==> config.mk <==
export PLATFORM = sky130hd
export DESIGN_NAME = rib_arbiter
export DESIGN_NICKNAME = d
export VERILOG_FILES = /design/src/rtl/rib_arbiter.sv
export SDC_FILE = /design/constraint.sdc
export NUM_CORES = 1
export LEC_CHECK = 0
export BUFFER_PORTS_ARGS = -buffer_cell sky130_fd_sc_hd__buf_2
export CAP_MARGIN = 20
export CORE_AREA = 2 2 159 161
export CTS_CLUSTER_DIAMETER = 50
export DETAILED_ROUTE_END_ITERATION = 7
export DIE_AREA = 0 0 161 163
export HOLD_SLACK_MARGIN = 0.12
export PLACE_DENSITY = 0.54
export SETUP_SLACK_MARGIN = 0.2
export SLEW_MARGIN = 20
export SYNTH_ARGS = -nofsm -noshare
export SYNTH_HDL_FRONTEND = slang
export SYNTH_SLANG_ARGS = --single-unit
==> constraint.sdc <==
create_clock -name clk -period 1.8 [get_ports clk]
set_input_delay 0.18 -clock clk [delete_from_list [all_inputs] [get_ports clk]]
set_output_delay 0.18 -clock clk [all_outputs]
set_load 0.02 [all_outputs]
==> src/rtl/rib_arbiter.sv <==
// rib_arbiter: N-master to one-slave RIB bus arbiter with response timeout.
// Define RIB_ARB_ROUND_ROBIN_EN for round-robin; otherwise fixed priority.
module rib_arbiter #(
  parameter int NUM_M   = 4,
  parameter int AW      = 32,
  parameter int DW      = 32,
  parameter int TIMEOUT = 256
) (
  input  logic              clk,
  input  logic              rst,
  input  logic [NUM_M-1:0]  m_req_i,
  input  logic [NUM_M-1:0]  m_we_i,
  input  logic [NUM_M*AW-1:0] m_addr_i,
  input  logic [NUM_M*DW-1:0] m_wdata_i,
  output logic [DW-1:0]     m_rdata_o,
  output logic [NUM_M-1:0]  m_ack_o,
  output logic              m_err_o,
  output logic [NUM_M-1:0]  m_hold_o,
  output logic              s_req_o,
  output logic              s_we_o,
  output logic [AW-1:0]     s_addr_o,
  output logic [DW-1:0]     s_wdata_o,
  input  logic [DW-1:0]     s_rdata_i,
  input  logic              s_ack_i,
  output logic [NUM_M-1:0]  grant_o
);

  localparam int CW = (TIMEOUT > 1) ? $clog2(TIMEOUT) : 1;
  localparam bit TO_EN = (TIMEOUT > 0);
  localparam logic [CW-1:0] CNT_MAX =
    CW'((TIMEOUT > 0) ? TIMEOUT - 1 : 0);

  typedef enum logic [1:0] {
    IDLE,
    BUSY,
    RESP
  } state_t;

  state_t           state, state_n;
  logic [NUM_M-1:0] grant, grant_n;
  logic [NUM_M-1:0] win;
  logic [CW-1:0]    cnt, cnt_n;
  logic [DW-1:0]    rdata_q, rdata_n;
  logic             err_q, err_n;
  logic             to_hit;

`ifdef RIB_ARB_ROUND_ROBIN_EN
  localparam int IW = $clog2(NUM_M);
  logic [IW-1:0] ptr;
  logic [IW-1:0] win_idx;
  logic          found;
  int            j;

  // Round-robin pick: first requester after the last winner.
  always_comb begin
    win     = '0;
    win_idx = '0;
    found   = 1'b0;
    j       = 0;
    for (int k = 1; k <= NUM_M; k++) begin
      j = (int'(ptr) + k) % NUM_M;
      if (!found && m_req_i[j]) begin
        win[j]  = 1'b1;
        win_idx = IW'(j);
        found   = 1'b1;
      end
    end
  end

  // Pointer follows each new grant; master 0 goes first after reset.
  always_ff @(posedge clk) begin
    if (rst)
      ptr <= IW'(NUM_M - 1);
    else if (state == IDLE && |m_req_i)
      ptr <= win_idx;
  end
`else
  // Fixed priority pick: lowest requesting index wins.
  always_comb begin
    win = '0;
    for (int i = NUM_M - 1; i >= 0; i--) begin
      if (m_req_i[i]) begin
        win    = '0;
        win[i] = 1'b1;
      end
    end
  end
`endif

  assign to_hit = TO_EN && (cnt == CNT_MAX);

  // State, grant, timeout counter and captured response.
  always_ff @(posedge clk) begin
    if (rst) begin
      state   <= IDLE;
      grant   <= '0;
      cnt     <= '0;
      rdata_q <= '0;
      err_q   <= 1'b0;
    end else begin
      state   <= state_n;
      grant   <= grant_n;
      cnt     <= cnt_n;
      rdata_q <= rdata_n;
      err_q   <= err_n;
    end
  end

  // Next-state: ack beats timeout when both land together.
  always_comb begin
    state_n = state;
    grant_n = grant;
    cnt_n   = cnt;
    rdata_n = rdata_q;
    err_n   = err_q;
    case (state)
      IDLE: begin
        cnt_n = '0;
        if (|m_req_i) begin
          grant_n = win;
          state_n = BUSY;
        end
      end
      BUSY: begin
        cnt_n = cnt + 1'b1;
        if (s_ack_i) begin
          rdata_n = s_rdata_i;
          err_n   = 1'b0;
          cnt_n   = '0;
          state_n = RESP;
        end else if (to_hit) begin
          rdata_n = '0;
          err_n   = 1'b1;
          cnt_n   = '0;
          state_n = RESP;
        end
      end
      RESP: begin
        grant_n = '0;
        state_n = IDLE;
      end
      default: begin
        grant_n = '0;
        cnt_n   = '0;
        state_n = IDLE;
      end
    endcase
  end

  // Slave side driven from the owner's live inputs, only in BUSY.
  always_comb begin
    s_req_o   = 1'b0;
    s_we_o    = 1'b0;
    s_addr_o  = '0;
    s_wdata_o = '0;
    if (state == BUSY) begin
      s_req_o = 1'b1;
      for (int i = 0; i < NUM_M; i++) begin
        if (grant[i]) begin
          s_we_o    = m_we_i[i];
          s_addr_o  = m_addr_i[i*AW +: AW];
          s_wdata_o = m_wdata_i[i*DW +: DW];
        end
      end
    end
  end

  assign m_ack_o   = (state == RESP) ? grant : '0;
  assign m_err_o   = (state == RESP) && err_q;
  assign m_rdata_o = (state == RESP) ? rdata_q : '0;
  assign m_hold_o  = m_req_i & ~m_ack_o;
  assign grant_o   = grant;

endmodule

==> implementation parameters, run 1 <==
Parameter                              Value

Logic synthesis
  Warnings, synthesis    0
  Sequential area share after synthesis    a little under a quarter
  #FFs+latches synth    47
  Syn_nets    ~820
  Cell count after synthesis    516
  Average cell area after synthesis    just under 8 µm²
  Count of flip-flops with a built-in enable after synthesis    0
  Cell area after synthesis    roughly 4000 µm²
  Proportion of synthesized flip-flops having asynchronous set or reset    0%
  Count of unique library cells instantiated by Yosys    39
  Most common flop cell mapped by yosys    dfxtp_1

Worst setup path
  Category of the worst setup path launch point    flop
  Longest individual stage delay on the worst path    roughly 370 ps
  Critical-path maximum fanout    31
  Worst reg2reg path endpoint    cnt[7]
  Reg-to-reg setup timing slack    90 ps
  Number of cells on the worst reg-to-reg path    6
  Cell with the largest stage delay on the worst path    dfxtp_4
  Launch point of the worst reg-to-reg path    state[0]
  Total number of cells along the worst setup path    6
  End point of the critical path    s_wdata_o[12]
  CP endpoint kind    output pin
  Number of buffers and inverters on the critical path    3
  Critical path data required time    ~1600 ps
  CP arrival    1740 ps
  Worst Setup SP    grant_o[1]
  Kind of cell adding the most delay to the critical path    buffers and inverters
  Worst-path cell chain    nor2b_4 > buf_12 > a221oi_2 > buf_4 > o31ai_4 > buf_6
  WS Path Type    reg2out

GRT
  Global-route usage over all layers    between 10% and 20%
  Remaining global-route overflow    0
  Initial antenna violation count    1
  Via count of the first global-routing pass    between 5,000 and 6,000
  Largest net degree at the start of global routing    69
  Global-route wire length before repair    34.6 mm

Clocking
  CTS tree    yes
  Clock-pin slew of the registers on the worst-case setup and hold paths    ~60 ps
  Worst-case clock buffer depth    2
  CTS Buf Count    5
  Source-to-sink clock delay at the later pin of the worst-skew pair    ~290 ps
  H-tree lvl count    2
  Root cell of the clock tree    clkbuf_16
  CTS sink count    47

Finish
  Final instance count without filler cells    roughly 1,300
  Number of nets in the final layout    ~1,300
  Post-route design area    approximately 9600 µm²
  Layout cells sized above 1    between 60% and 70%
  Most common cell after layout, fill and taps aside    buf_2
  Leading cell types in the layout, fill and taps excluded    303 x buf_2, 95 x buf_6, 69 x nor2b_1, 65 x nand3_1, 65 x o31ai_4
  Count of filler cells inserted in the layout    between 2,000 and 2,500
  Synth-to-Final Area Change    141%
  Area used by sequential logic in the layout    between 900 and 1000 µm²
  Multi-input gate area    about 4100 µm²

Floorplan
  Die Y-Extent    ~160 µm
  DIE WIDTH    about 160 µm
  Core area    around 25,000 µm²
  Number of top-level pins    410
  Die area    roughly 26,000 µm²
  Initial Util    between 15 and 20%
  FP Rows    just under 60

Pwr
  Power per cell area    418 nW/µm²
  Leakage power summed over all cells    just over 4 nW
  Peak ir drop on the vdd network    roughly 0.37 mV
  Total Power    around 0.004 W

Timing
  Share of the clock period used by the worst path    107%
  Worst slew margin relative to its limit    63.1%
  Max-slew violation count    0
  Least-Margin Pin Slew    around 550 ps
  Time the worst path needs with I/O delays and setup    about 1900 ps
  Final Hold Fails    0
  # setup viols final    60
  RSZ-0062 raised after global routing    yes
  Total Neg Setup Slack    -3300 ps
  Largest clock skew in the final design    11.3 ps
  Peak Freq    around 0.52 GHz
  Worst setup margin    -122 ps

Placement
  Worst slack after detailed placement    just under 100 ps
  Number of cells after detailed placement    1,237
  Final GP Congestion    0.815
  DP HPWL    ~17 mm
  Count of port buffers added during placement    ~410
  DP Area    ~7500 µm²

Route
  Detailed-route via count    roughly 6,300
  Total Wirelength    about 26 mm
  First-pass detailed-route iteration total    5
  DRC violations left    0
  Iteration-0 DRC count of the detailed router    around 400
  Antenna-violating nets left    0
  Routed wire per std cell    between 15 and 20 µm
  Vias per Instance    approximately 4.8

Hold path
  Hold crit path type    in2reg

Outcome
  Failing checks    setup timing
  Outcome    complete, but fails checks

Flow run
  Max-cap violations    0
worst min path at each step:
stage | startpoint | to | slack (ps) | depth (start not counted)
final | s_rdata_i[8] | rdata_q[8] | 120 | 2
after detailed placement | s_rdata_i[28] | rdata_q[28] | 400 | 2
after global placement | s_rdata_i[27] | rdata_q[27] | 390 | 2
after CTS | s_rdata_i[8] | rdata_q[8] | 120 | 2
after floorplan | s_ack_i | err_q | 280 | 1
after global routing | s_rdata_i[8] | rdata_q[8] | 140 | 2
kinds of logic after synthesis:
kind of cell,synth area share [%]
AND/OR/NAND/NOR,30.9
AO/OA/AOI/OAI,37.8
buffers and inverters,6.80
flip-flops,23.7
XOR/XNOR,0.441
adder cells (fa/ha/maj),0.315
flip-flops by register name, indices dropped and copies added (netlist names):
register and count:
rdata_q 32, grant_o 4, state 2, err_q 1, cnt 8
where the power goes:
group	switching, W	total, W	internal (W)
clock	0.000387	0.000943	0.000556
combinational	0.000972	0.00194	0.000967
sequential	0.0000319	0.00111	0.00108
total	0.00139	0.00400	0.00260
cell usage after synthesis (3+ instances only):
library cell / instances / area, µm²
dfxtp_1: 47 / 941
nand3_1: 68 / 340
buf_2: 15 / 75.1
o31ai_1: 65 / 488
nor2b_1: 72 / 450
and2_1: 38 / 238
a221oi_1: 65 / 569
nand2_1: 10 / 37.5
a211oi_1: 3 / 22.5
a21oi_1: 5 / 25.0
nor2_1: 7 / 26.3
a21o_1: 4 / 30.0
nor4_1: 4 / 25.0
o21ai_1: 3 / 15.0
clkbuf_1: 46 / 173
o21ai_0: 4 / 20.0
a22o_1: 32 / 280
routing by layer:
metal | GRT usage, % | vias up | wire (µm)
met1 | 21.9 | 3043 | 10700
met3 | 3.11 | 31 | 1940
met5 | 0 | - | 0
met4 | 4.26 | 0 | 554
met2 | 28.5 | 293 | 12600
li1 | - | 2956 | -
cell type report:
class                   count  area share (%)
clock buffers               7            1.49
flip-flops and latches     47            10.1
clock inverters             1          0.0916
diodes                      1          0.0262
multi-input cells         406            42.4
well taps                 330            4.32
inverters                   3           0.249
repair buffers            514            41.4
per-stage QoR:
| stage | utilization, % | hold slack (ps) |
|---|---|---|
| 2_1_floorplan | - | 277 |
| 3_3_place_gp | 30.5 | 389 |
| 3_5_place_dp | 30.5 | 395 |
| 4_1_cts | 35.8 | 120 |
| 5_1_grt | 38.8 | 140 |
| 6_report | 38.8 | 119 |
repair_timing:
| item | 4_1_cts | 5_1_grt |
|---|---|---|
| gates resized for setup | 185 | 134 |
| endpoints found under the hold margin | 30 | 1 |
| pin swaps | 6 | 41 |
| cloned | 8 | 8 |
| hold buffers | 30 | 1 |
| buffers inserted | 8 | 8 |
| setup endpoints to repair | 123 | 141 |
(Power assumes the default switching activity.)
==> inputs of run 2 (changes only) <==
--- a/config.mk
+++ b/config.mk
@@ -12,9 +12,8 @@
 export DETAILED_ROUTE_END_ITERATION = 7
 export DIE_AREA = 0 0 161 163
 export HOLD_SLACK_MARGIN = 0.12
-export PLACE_DENSITY = 0.54
+export PLACE_DENSITY = 0.56
 export SETUP_SLACK_MARGIN = 0.2
-export SLEW_MARGIN = 20
 export SYNTH_ARGS = -nofsm -noshare
 export SYNTH_HDL_FRONTEND = slang
 export SYNTH_SLANG_ARGS = --single-unit
==> constraint.sdc (replaced) <==
create_clock -name clk -period 1.7 [get_ports clk]
set_input_delay 0.17 -clock clk [delete_from_list [all_inputs] [get_ports clk]]
set_output_delay 0.17 -clock clk [all_outputs]
set_load 0.02 [all_outputs]
==> implementation parameters, run 2 (synthesis results as in run 1) <==
Parameter                              Value

Timing
  Worst hold margin    168 ps
  # setup viols final    approximately 100
  Worst setup margin    -225 ps
  Largest clock skew in the final design    4.75 ps
  Final Hold Fails    0
  Share of the clock period used by the worst path    113%
  Worst slew margin relative to its limit    between 70% and 80%
  Max-slew violation count    0
  Time the worst path needs with I/O delays and setup    1930 ps
  Peak Freq    just over 0.5 GHz
  RSZ-0062 raised after global routing    yes
  Least-Margin Pin Slew    between 400 and 500 ps

Outcome
  Failing checks    setup timing
  Outcome    complete, but fails checks

Finish
  Largest Register    rdata_q
  Synth-to-Final Area Change    152%
  Layout cells sized above 1    71.0%
  Largest register FFs    32
  Leading cell types in the layout, fill and taps excluded    302 x buf_2, 126 x buf_6, 67 x nand3_1, 66 x nor2b_1, 64 x o31ai_4
  Most common cell after layout, fill and taps aside    buf_2
  Count of inserted antenna diode cells    0
  Number of nets in the final layout    ~1,300

Route
  Antenna-violating nets left    0
  Iteration-0 DRC count of the detailed router    around 500
  Total Wirelength    approximately 26 mm
  Routed wire per std cell    20.2 µm
  First-pass detailed-route iteration total    4
  Detailed-route via count    roughly 6,300
  DRC violations left    0
  Vias per Instance    a little under 5

Placement
  Count of port buffers added during placement    around 410
  DP HPWL    approximately 18 mm
  Final GP Congestion    between 0.7 and 0.8
  Worst slack after detailed placement    -27.4 ps

Clocking
  Root cell of the clock tree    clkbuf_16
  CTS sink count    47
  Source-to-sink clock delay at the later pin of the worst-skew pair    just under 300 ps
  H-tree lvl count    2
  CTS tree    yes
  Clock-pin slew of the registers on the worst-case setup and hold paths    70 ps
  CTS Buf Count    5
  Worst-case clock buffer depth    2

Worst setup path
  Kind of cell adding the most delay to the critical path    buffers and inverters
  Critical-path maximum fanout    7
  WS Path Type    reg2out
  Worst-path cell chain    nand2b_4 > or2_4 > buf_8 > buf_12 > o31ai_4 > buf_6
  CP arrival    approximately 1800 ps
  Longest individual stage delay on the worst path    320 ps
  Number of buffers and inverters on the critical path    3
  Critical path data required time    approximately 1500 ps
  Category of the worst setup path launch point    flop
  CP endpoint kind    output pin
  Cell with the largest stage delay on the worst path    dfxtp_2

Flow run
  Max-cap violations    0

GRT
  Via count of the first global-routing pass    6,186
  Global-route wire length before repair    around 36 mm
  Remaining global-route overflow    0
  Initial antenna violation count    1
  Global-route usage over all layers    between 10% and 20%
  Largest net degree at the start of global routing    69

Pwr
  Peak ir drop on the vdd network    roughly 0.4 mV
  Cell internal pwr    between 0.002 and 0.003 W
  Switching power as a share of total power    a little over a third
  Leakage power summed over all cells    roughly 4.2 nW
  Fraction of power consumed by the clock network    23.6%
  Comb power frac    about half
  Share of power burned in registers    27.2%
  Power per cell area    432 nW/µm²
  Power dissipated by switching net loads    approximately 0.0016 W
  Total Power    ~0.0043 W

Floorplan
  DIE WIDTH    161 µm
  Initial Util    between 15 and 20%
  Die area    around 26,000 µm²
  Core area    24,700 µm²
  Die Y-Extent    between 150 and 200 µm
  Number of top-level pins    410
  FP Rows    between 50 and 60

Hold path
  Hold crit path type    in2reg
==> run 2: routing by layer <==
layer / wire (µm) / part of all wire (%) / GRT usage [%] / vias to the layer above
met1: 10600 / 40 / 22.9 / 3005
met3: 1880 / 7.1 / 3.23 / 26
li1: - / - / - / 2942
met4: 394 / 1.5 / 3.33 / 2
met2: 13400 / 51 / 31.2 / 286
met5: 16 / 0.061 / 0 / -
==> run 2: metrics by stage <==
stage | area [µm²] | setup TNS [ps] | cells | utilization (%)
6_report | 10000 | -11790 | 1302 | 40.6
5_1_grt | 10000 | -16560 | 1302 | 40.6
4_1_cts | 9660 | -11920 | 1295 | 39.2
3_5_place_dp | 7830 | -30.4 | 1227 | 31.7
3_3_place_gp | 7830 | -29.8 | 1227 | 31.7
2_1_floorplan | 5300 | 0 | 516 | -
==> run 2: tightest hold or removal path: stages <==
cell and delay, ps:
buf_2 140, nand2_1 60, a211oi_1 50
==> run 2: cell type report <==
| cell class | count | area (µm²) |
|---|---|---|
| clock buffers | 5 | 125 |
| clock inverters | 3 | 23.8 |
| fillers | 2413 | 14700 |
| inverters | 3 | 23.8 |
| multi-input cells | 404 | 4330 |
| flip-flops and latches | 47 | 960 |
| well taps | 330 | 413 |
| repair buffers | 510 | 4130 |
==> run 2: worst paths after layout <==
| check | slack (ps) | from | cells after the start | to |
|---|---|---|---|---|
| hold / removal | 170 | m_req_i[1] | 3 | grant_o[1] |
| hold reg to reg | 480 | rdata_q[15] | 1 | rdata_q[15] |
| setup reg to reg | -20 | state[1] | 7 | cnt[5] |
| setup / recovery | -230 | state[1] | 6 | s_wdata_o[20] |
==> run 2: what timing repair did <==
action,CTS,global route
pin swaps,32,14
resized for setup,294,57
endpoints found under the setup margin,142,147
gates cloned,10,5
setup buffers,18,2
hold buffers,32,0
endpoints found under the hold margin,32,0
==> run 2: power groups by stage <==
stage	logic, W	clock network (W)	registers (W)
after floorplan	0.000909	0	0.00119
after global placement	0.00159	0	0.00120
after detailed placement	0.00160	0	0.00120
after CTS	0.00205	0.00104	0.00117
after global routing	0.00225	0.00108	0.00118
final	0.00213	0.00102	0.00118
